**src/rtl/hog_pkg.sv**
```systemverilog
// hog_pkg
// Shared definitions for the HOG orientation path: the Q3.16 tangent
// format produced by tan_encode, its saturation code, the encoder FSM
// state type, and the tangent thresholds used by the bin decoder.
// There are no ports. Encoder and decoder import this package so that
// they use the same format and thresholds.
package hog_pkg;

   localparam int TAN_W    = 19;
   localparam int TAN_FRAC = 16;

   localparam logic [TAN_W-1:0] TAN_SAT = 19'h7FFFF;

   // These are floor(tan(angle) * 2^16) for 20, 40, 60 and 80 degrees.
   localparam logic [TAN_W-1:0] TAN20 = 19'd23853;
   localparam logic [TAN_W-1:0] TAN40 = 19'd54991;
   localparam logic [TAN_W-1:0] TAN60 = 19'd113511;
   localparam logic [TAN_W-1:0] TAN80 = 19'd371673;

   // The DIV state runs one edge per quotient bit.
   // The last step happens at counter value 18.
   localparam logic [4:0] DIV_LAST = 5'd18;

   typedef enum logic [1:0] {
      IDLE = 2'd0,
      DIV  = 2'd1,
      DONE = 2'd2
   } tan_state_e;

endpackage

```
**src/rtl/tan_encode.sv**
```systemverilog
// tan_encode
// This block converts a gradient magnitude pair into the unsigned Q3.16
// ratio |Gy|/|Gx|. The result saturates at 19'h7FFFF. The block uses a
// bit-serial restoring divider that produces one quotient bit per clock.
// Three cases finish on the accepting edge:
//   - zero / zero
//   - x / zero
//   - a ratio of 8 or more
// Ports:
//   clk, rst_n          clock and asynchronous active-low reset
//   in_valid/in_ready   input handshake (in_ready is high only in IDLE)
//   gx_mag, gy_mag      unsigned |Gx|, |Gy| (MAG_W bits)
//   sgn_in              {sign Gy, sign Gx}, latched with the pair
//   out_valid/out_ready output handshake (out_valid is high only in DONE)
//   tan                 Q3.16 ratio, truncated
//   sgn_out             latched sgn_in
module tan_encode
   import hog_pkg::*;
#(
   parameter int MAG_W = 8
)
(
   input  logic             clk,
   input  logic             rst_n,
   input  logic             in_valid,
   output logic             in_ready,
   input  logic [MAG_W-1:0] gx_mag,
   input  logic [MAG_W-1:0] gy_mag,
   input  logic [1:0]       sgn_in,
   output logic             out_valid,
   input  logic             out_ready,
   output logic [TAN_W-1:0] tan,
   output logic [1:0]       sgn_out
);

   tan_state_e       state;
   tan_state_e       state_nxt;
   logic [4:0]       cnt;
   logic [MAG_W:0]   rem;
   logic [MAG_W-1:0] gx_q;
   logic [TAN_W-1:0] quo;
   logic [1:0]       sgn_q;

   logic             special;
   logic [TAN_W-1:0] special_tan;
   logic [MAG_W+1:0] rem_sh;
   logic [MAG_W+1:0] diff;
   logic             q_bit;
   logic [MAG_W:0]   rem_nxt;

   // A ratio of 8 or more does not fit in three integer bits, so it
   // saturates. When gx is zero, this comparison is always true.
   // That routes both zero-divisor cases through the fast path.
   assign special     = ({3'b000, gy_mag} >= {gx_mag, 3'b000});
   assign special_tan = ((gx_mag == '0) && (gy_mag == '0)) ? '0 : TAN_SAT;

   // Restoring division step.
   // The quotient register also acts as the dividend shifter: its MSB
   // feeds the remainder, and the new quotient bit enters at the LSB.
   // After 19 steps the register holds only the quotient.
   // A negative trial difference shows up as the top bit being set.
   assign rem_sh  = {rem, quo[TAN_W-1]};
   assign diff    = rem_sh - {2'b00, gx_q};
   assign q_bit   = ~diff[MAG_W+1];
   assign rem_nxt = q_bit ? diff[MAG_W:0] : rem_sh[MAG_W:0];

   always_ff @(posedge clk or negedge rst_n) begin
      if (!rst_n) begin
         state <= IDLE;
      end else begin
         state <= state_nxt;
      end
   end

   always_comb begin
      state_nxt = state;
      in_ready  = 1'b0;
      out_valid = 1'b0;
      case (state)
         IDLE: begin
            in_ready = 1'b1;
            if (in_valid) begin
               state_nxt = special ? DONE : DIV;
            end
         end
         DIV: begin
            if (cnt == DIV_LAST) begin
               state_nxt = DONE;
            end
         end
         DONE: begin
            out_valid = 1'b1;
            if (out_ready) begin
               state_nxt = IDLE;
            end
         end
         default: state_nxt = IDLE;
      endcase
   end

   // When a division starts, the remainder is seeded with gy >> 3.
   // This value is already below gx. Those leading steps would only
   // produce zero quotient bits, so they are skipped. The three low
   // gy bits and 16 zero bits of fraction are then shifted in.
   always_ff @(posedge clk or negedge rst_n) begin
      if (!rst_n) begin
         cnt   <= '0;
         rem   <= '0;
         gx_q  <= '0;
         quo   <= '0;
         sgn_q <= '0;
      end else begin
         case (state)
            IDLE: begin
               if (in_valid) begin
                  sgn_q <= sgn_in;
                  gx_q  <= gx_mag;
                  cnt   <= '0;
                  if (special) begin
                     rem <= '0;
                     quo <= special_tan;
                  end else begin
                     rem <= {4'b0000, gy_mag[MAG_W-1:3]};
                     quo <= {gy_mag[2:0], {TAN_FRAC{1'b0}}};
                  end
               end
            end
            DIV: begin
               rem <= rem_nxt;
               quo <= {quo[TAN_W-2:0], q_bit};
               cnt <= cnt + 5'd1;
            end
            default: begin
            end
         endcase
      end
   end

   assign tan     = quo;
   assign sgn_out = sgn_q;

endmodule

```
**config.mk**
```make
export PLATFORM = sky130hd
export DESIGN_NAME = tan_encode
export DESIGN_NICKNAME = d
export VERILOG_FILES = /design/src/rtl/hog_pkg.sv /design/src/rtl/tan_encode.sv
export SDC_FILE = /design/constraint.sdc
export NUM_CORES = 1
export LEC_CHECK = 0
export CAP_MARGIN = 10
export CORE_MARGIN = 1.5
export CORE_UTILIZATION = 47
export DETAILED_ROUTE_END_ITERATION = 16
export PLACE_DENSITY = 0.75
export SLEW_MARGIN = 20
export SYNTH_ARGS = -nofsm -noshare
export SYNTH_HDL_FRONTEND = slang
export SYNTH_SLANG_ARGS = --single-unit
```
**constraint.sdc**
```tcl
create_clock -name clk -period 2 [get_ports clk]
set_clock_uncertainty 0.05 [all_clocks]
set_input_delay 0.4 -clock clk [delete_from_list [all_inputs] [get_ports clk]]
set_output_delay 0.4 -clock clk [all_outputs]
set_load 0.05 [all_outputs]
```
Word level (Yosys, flattened, before mapping). Index checks and enable logic that the tools add are counted.

Register bits: 45. Input bits: 22. Logic and storage cells: 41.

$add $sub $neg: 2. Order comparisons: 1. Equality and inequality tests: 6. Multiplexer cells: 17. Bitwise operators: 1. Reductions and logical operators: 8.

Operators with widths (number): $mux 19 (3); $pmux 19 s2 (1); $mux 9 (2); $pmux 9 s2 (1); $logic_not 8->1 (2); $ge 8x11->1 (1); $mux 5 (2); $pmux 5 s2 (1); $sub 10x8->10 (1); $mux 2 (4); $ne 2x2->1 const B (3); $pmux 2 s3 (1); $add 5x1->5 const B (1); $eq 5x5->1 const B (1); $reduce_and 2->1 (2); $reduce_and 3->1 (1); $eq 2x1->1 const B (1); $eq 2x2->1 const B (1); $logic_not 2->1 (1); $mux 1 (2); $reduce_bool 2->1 (1); $logic_and 1x1->1 (1); $not 1->1 (1).

Logic depth before layout (Yosys ltp).
Depth after elaboration: 6. Mapped depth: 9.

Least setup slack after synthesis. Ideal clock, no wire load.

Kind: reg2reg. From: register quo[18], in the netlist tan[18]. To: register rem[8]. Setup time: 0.132 ns. Arrival time: 2.179 ns. Data required time: 1.818 ns. Path slack: -0.361 ns. Stages on the path, launching flop included: 9. Buffers on the path: 0. Cell sequence: dfrtp_1 inv_1 ha_1 fa_1 nor2b_1 o31a_1 o311ai_1 nand4_1 or3b_1.

Longest elaborated chain between the ends: 3.

RTL lines: from (decl) (RTL line tan_encode.sv:41) `logic [TAN_W-1:0] quo;`; from (signal assigned) (RTL line tan_encode.sv:121) `quo <= special_tan;`; from (signal assigned) (RTL line tan_encode.sv:124) `quo <= {gy_mag[2:0], {TAN_FRAC{1'b0}}};`; from (signal assigned) (RTL line tan_encode.sv:130) `quo <= {quo[TAN_W-2:0], q_bit};`; $sub 10x8->10 (RTL line tan_encode.sv:63) `assign diff = rem_sh - {2'b00, gx_q};`; $mux 9 (RTL line tan_encode.sv:65) `assign rem_nxt = q_bit ? diff[MAG_W:0] : rem_sh[MAG_W:0];`; $pmux 9 s2 (RTL line tan_encode.sv:113) `case (state)`; to (signal assigned) (RTL line tan_encode.sv:123) `rem <= {4'b0000, gy_mag[MAG_W-1:3]};`; to (signal assigned) (RTL line tan_encode.sv:129) `rem <= rem_nxt;`; to (decl) (RTL line tan_encode.sv:39) `logic [MAG_W:0] rem;`.

No other way between the ends. A chain may end at the register's enable or synchronous reset.

Worst setup path in the final report.
From: register gx_q[7]. To: register rem[4].

Longest elaborated chain between the ends: 3.

RTL lines: from (decl) (RTL line tan_encode.sv:40) `logic [MAG_W-1:0] gx_q;`; from (signal assigned) (RTL line tan_encode.sv:117) `gx_q <= gx_mag;`; $sub 10x8->10 (RTL line tan_encode.sv:63); $mux 9 (RTL line tan_encode.sv:65); $pmux 9 s2 (RTL line tan_encode.sv:113).

No other way between the ends.

==> out/qor.yml <==
yosys.area_share.simple_pct: 16.2
via_per_inst: 5.29
vias: 2360
cellInternalPower_mw: 4.50
ys_types: 45
htree_levels: 2
clk_latency_ps: 310
r2r_setup_slack_ps: -230
dp_hpwl_um: 4780
irDropWorstVdd_uv: 1390
preCtsSetupSlack_ps: -532
io_pins: 45
min_period_over_period_pct: 111
portBuffers: 44
synth_area_mm2: 0.00253
remaining_drc_errors: 0
max_stage_delay_ps: 370
synth_edf_count: 0
drt_wl_total_um: 7220
seq_power_share_pct: 21.3
finalNetCount: 413
firstDrtPassIters: 4
antenna_found_initial: 0
worstPathRequired_ps: 2140
synth_warnings: 0
cts.sinks: 45
arrival_ps: 2370
die_h_um: 76.3
crit_path_start_kind: "flip-flop"
die_area_mm2: 0.00582
avgSynthCellArea_um2: 9.29
start_util_pct: 49.1
reg2reg_from: "gx_q[7]$_DFFE_PN0P_"
cp_cell_sequence: "inv_1, ha_4, buf_4, inv_1, o21ai_1, nor3_2, xnor2_2, buf_12, mux2i_2, o21ai_1"
hp-class: "in2reg"
ant_nets: 0
syn2layout_area_growth_pct: 53.9
routabilityCongestion: 0.877
rows: 26
avgRoutedWirePerCell_um: 16.2
p_clk_share_pct: 7.5
tightest_slew_ps: 532
max_freq_mhz: 448
critPathLaunch: "gx_q[7]$_DFFE_PN0P_"
end_kind: "flip-flop"
synth_xor_area_share_pct: 3.07
status: "finished, violations left"
swShare_pct: 44.9
grt_pass1_wl_um: 11700
cts-buffers-inserted: 5
synth_compound_area_share_pct: 18.2
maxSlewHeadroom_pct: 64.4
layout-drive-gt1-share_pct: 33.0
final.setup.worst_slack_ps: -230
yosys.area_share.adder_pct: 8.22
fin_util_pct: 75.6
ys_seq_area_share_pct: 44.6
synth_top_family_by_area: "compound AO/OA/AOI/OAI gates"
synth-seq-cells: 45
drtIter0Drc: 70
synth_nets: 310
power.leakage_nw: 1.87
coreArea_mm2: 0.00514
cts.root.buffer_cell: "clkbuf_8"
critPathSlowestCell: "dfrtp_1"
netlist_instances: 272
crit_type: "reg2reg"
drv_slew: 0
path_clk_slew_ps: 90
antennaDiodeCount: 0
multi_input_area_mm2: 0.00152
r2r_cells: 10
pwr_density_cell_mw_per_mm2: 2100
failed_checks: "negative setup slack"
power.total_mw: 8.16
overflow: 0
period_minus_slack_ps: 2230
finalHoldViolCount: 0
combPwrFrac_pct: 71.2
fillers: 372
synth_async_sr_flop_share_pct: 100
gr-usage-all-layers_pct: 25.5
cts_max_path_buffers: 2
reg2reg_to: "rem[4]$_DFFE_PN0P_"
crit_path_max_fanout: 6
p_sw_mw: 3.67
grt_pass1_vias: 2420
grt_max_degree: 21
regArea_mm2: 0.00113
synthMuxAreaShare_pct: 5.20
tritoncts: "yes"
rsz0062_at_grt: "true"
ys.flop_type: "dfrtp_1"
crit_path_end: "rem[4]$_DFFE_PN0P_"
setup_viol: 9
fp.dieW_um: 76.3
maxCapViolCount: 0
-- power by group through the flow --
stage          sequential (mW)  combinational (mW)  clock [mW]
4_1_cts                   1.70                5.09       0.611
5_1_grt                   1.79                6.22       0.661
6_report                  1.74                5.81       0.611
3_5_place_dp              1.71                4.74           0
3_3_place_gp              1.70                4.61           0
2_1_floorplan             2.35                2.37           0
-- worst max-delay path: cells and delay by family, from the launching register on --
kind | cells | cell delay (ps)
buffers and inverters | 4 | 510
adder cells (fa/ha/maj) | 1 | 230
AO/OA/AOI/OAI | 2 | 160
XOR/XNOR | 1 | 250
flip-flops | 1 | 370
multiplexers | 1 | 250
AND/OR/NAND/NOR | 1 | 270
-- Yosys cell counts, types with 2 or more instances --
| master | n | share of area (%) |
|---|---|---|
| nand3_1 | 3 | 0.59 |
| inv_1 | 17 | 2.5 |
| or2_2 | 2 | 0.50 |
| nor4_1 | 2 | 0.50 |
| nor2_1 | 30 | 4.5 |
| o21a_1 | 2 | 0.59 |
| mux2_2 | 5 | 2.2 |
| xnor2_1 | 5 | 1.7 |
| clkbuf_1 | 9 | 1.3 |
| a21o_1 | 2 | 0.59 |
| a21oi_1 | 23 | 4.6 |
| dfrtp_1 | 45 | 45 |
| ha_1 | 15 | 7.4 |
| xor2_1 | 2 | 0.69 |
| nand2b_1 | 3 | 0.74 |
| nor2b_1 | 6 | 1.5 |
| mux2i_1 | 6 | 2.4 |
| nor3_1 | 2 | 0.40 |
| a22oi_1 | 9 | 2.7 |
| o21ai_0 | 25 | 5.0 |
| nand2_1 | 34 | 5.1 |
| nand4_1 | 2 | 0.50 |
-- routing by layer --
layer	vias up	track usage, %	part of all wire, %
met5	-	0	0
met2	62	45.4	53
li1	1145	-	-
met1	1144	30.9	41
met4	0	9.44	1.7
met3	9	4.19	4.1
-- cell type report --
type / count / share of cell area, %
flip-flops and latches: 45 / 29.0
inverters: 17 / 1.64
multi-input cells: 199 / 39.0
well taps: 70 / 2.25
clock inverters: 2 / 0.354
clock buffers: 6 / 2.12
repair buffers: 107 / 25.6
-- state kept, by name (all words and copies together), names as in the netlist --
signal,count
tan,19
rem,9
gx_q,8
cnt,5
sgn_out,2
state,2
-- worst min-delay path by stage --
stage                           start                endpoint  slack [ps]  cells after the start
6_report                    gx_mag[4]     gx_q[4]$_DFFE_PN0P_         420                      4
5_1_grt                     gx_mag[4]     gx_q[4]$_DFFE_PN0P_         470                      4
4_1_cts        sgn_out[1]$_DFFE_PN0P_  sgn_out[1]$_DFFE_PN0P_         460                      1
3_5_place_dp                    rst_n     gx_q[6]$_DFFE_PN0P_         280                      1
3_3_place_gp                    rst_n     gx_q[6]$_DFFE_PN0P_         290                      1
2_1_floorplan                   rst_n      cnt[0]$_DFFE_PN0P_          50                      0
-- layout by cell type (no fill, tap or decap), drive strengths merged, types with 2 or more instances in the layout --
cell type and n:
nand3 3, o21a 2, xnor2 6, nor2 30, dfrtp 45, o21ai 27
or2 3, nor2b 6, a22oi 9, nand4 2, a21oi 24, nor3 3
nand2 34, dlymetal6s2s 11, clkinv 2, a31oi 2, clkdlybuf4s50 20, clkbuf 6
nand2b 3, a21o 2, xor2 2, buf 66, mux2i 6, inv 17
dlygate4sd2 8, ha 15, mux2 6, nor4 2
-- timing repair --
action                                  4_1_cts  5_1_grt
pin swaps                                    16       16
hold buffers                                  1        0
resized for setup                            28       36
endpoints found under the setup margin       30       39
buffers inserted                              4        6
endpoints found under the hold margin        14        0
gates cloned                                  2        0
-- through the flow --
step | instances | cell area, um^2 | setup TNS, ps | hold slack (ps)
final | 446 | 3890 | -1420 | 420
after global routing | 446 | 3890 | -2320 | 472
after CTS | 440 | 3670 | -1740 | 463
after detailed placement | 425 | 3420 | -12460 | 283
after global placement | 425 | 3420 | -10580 | 285
after floorplan | 272 | 2550 | -213 | 54.4
-- kinds of logic after synthesis --
| group | Yosys count |
|---|---|
| simple gates | 90 |
| compound gates | 73 |
| flops | 45 |
| buf+inv | 28 |
| fa+ha+maj | 16 |
| mux | 12 |
| xor+xnor | 8 |
(Power assumes the default switching activity.)
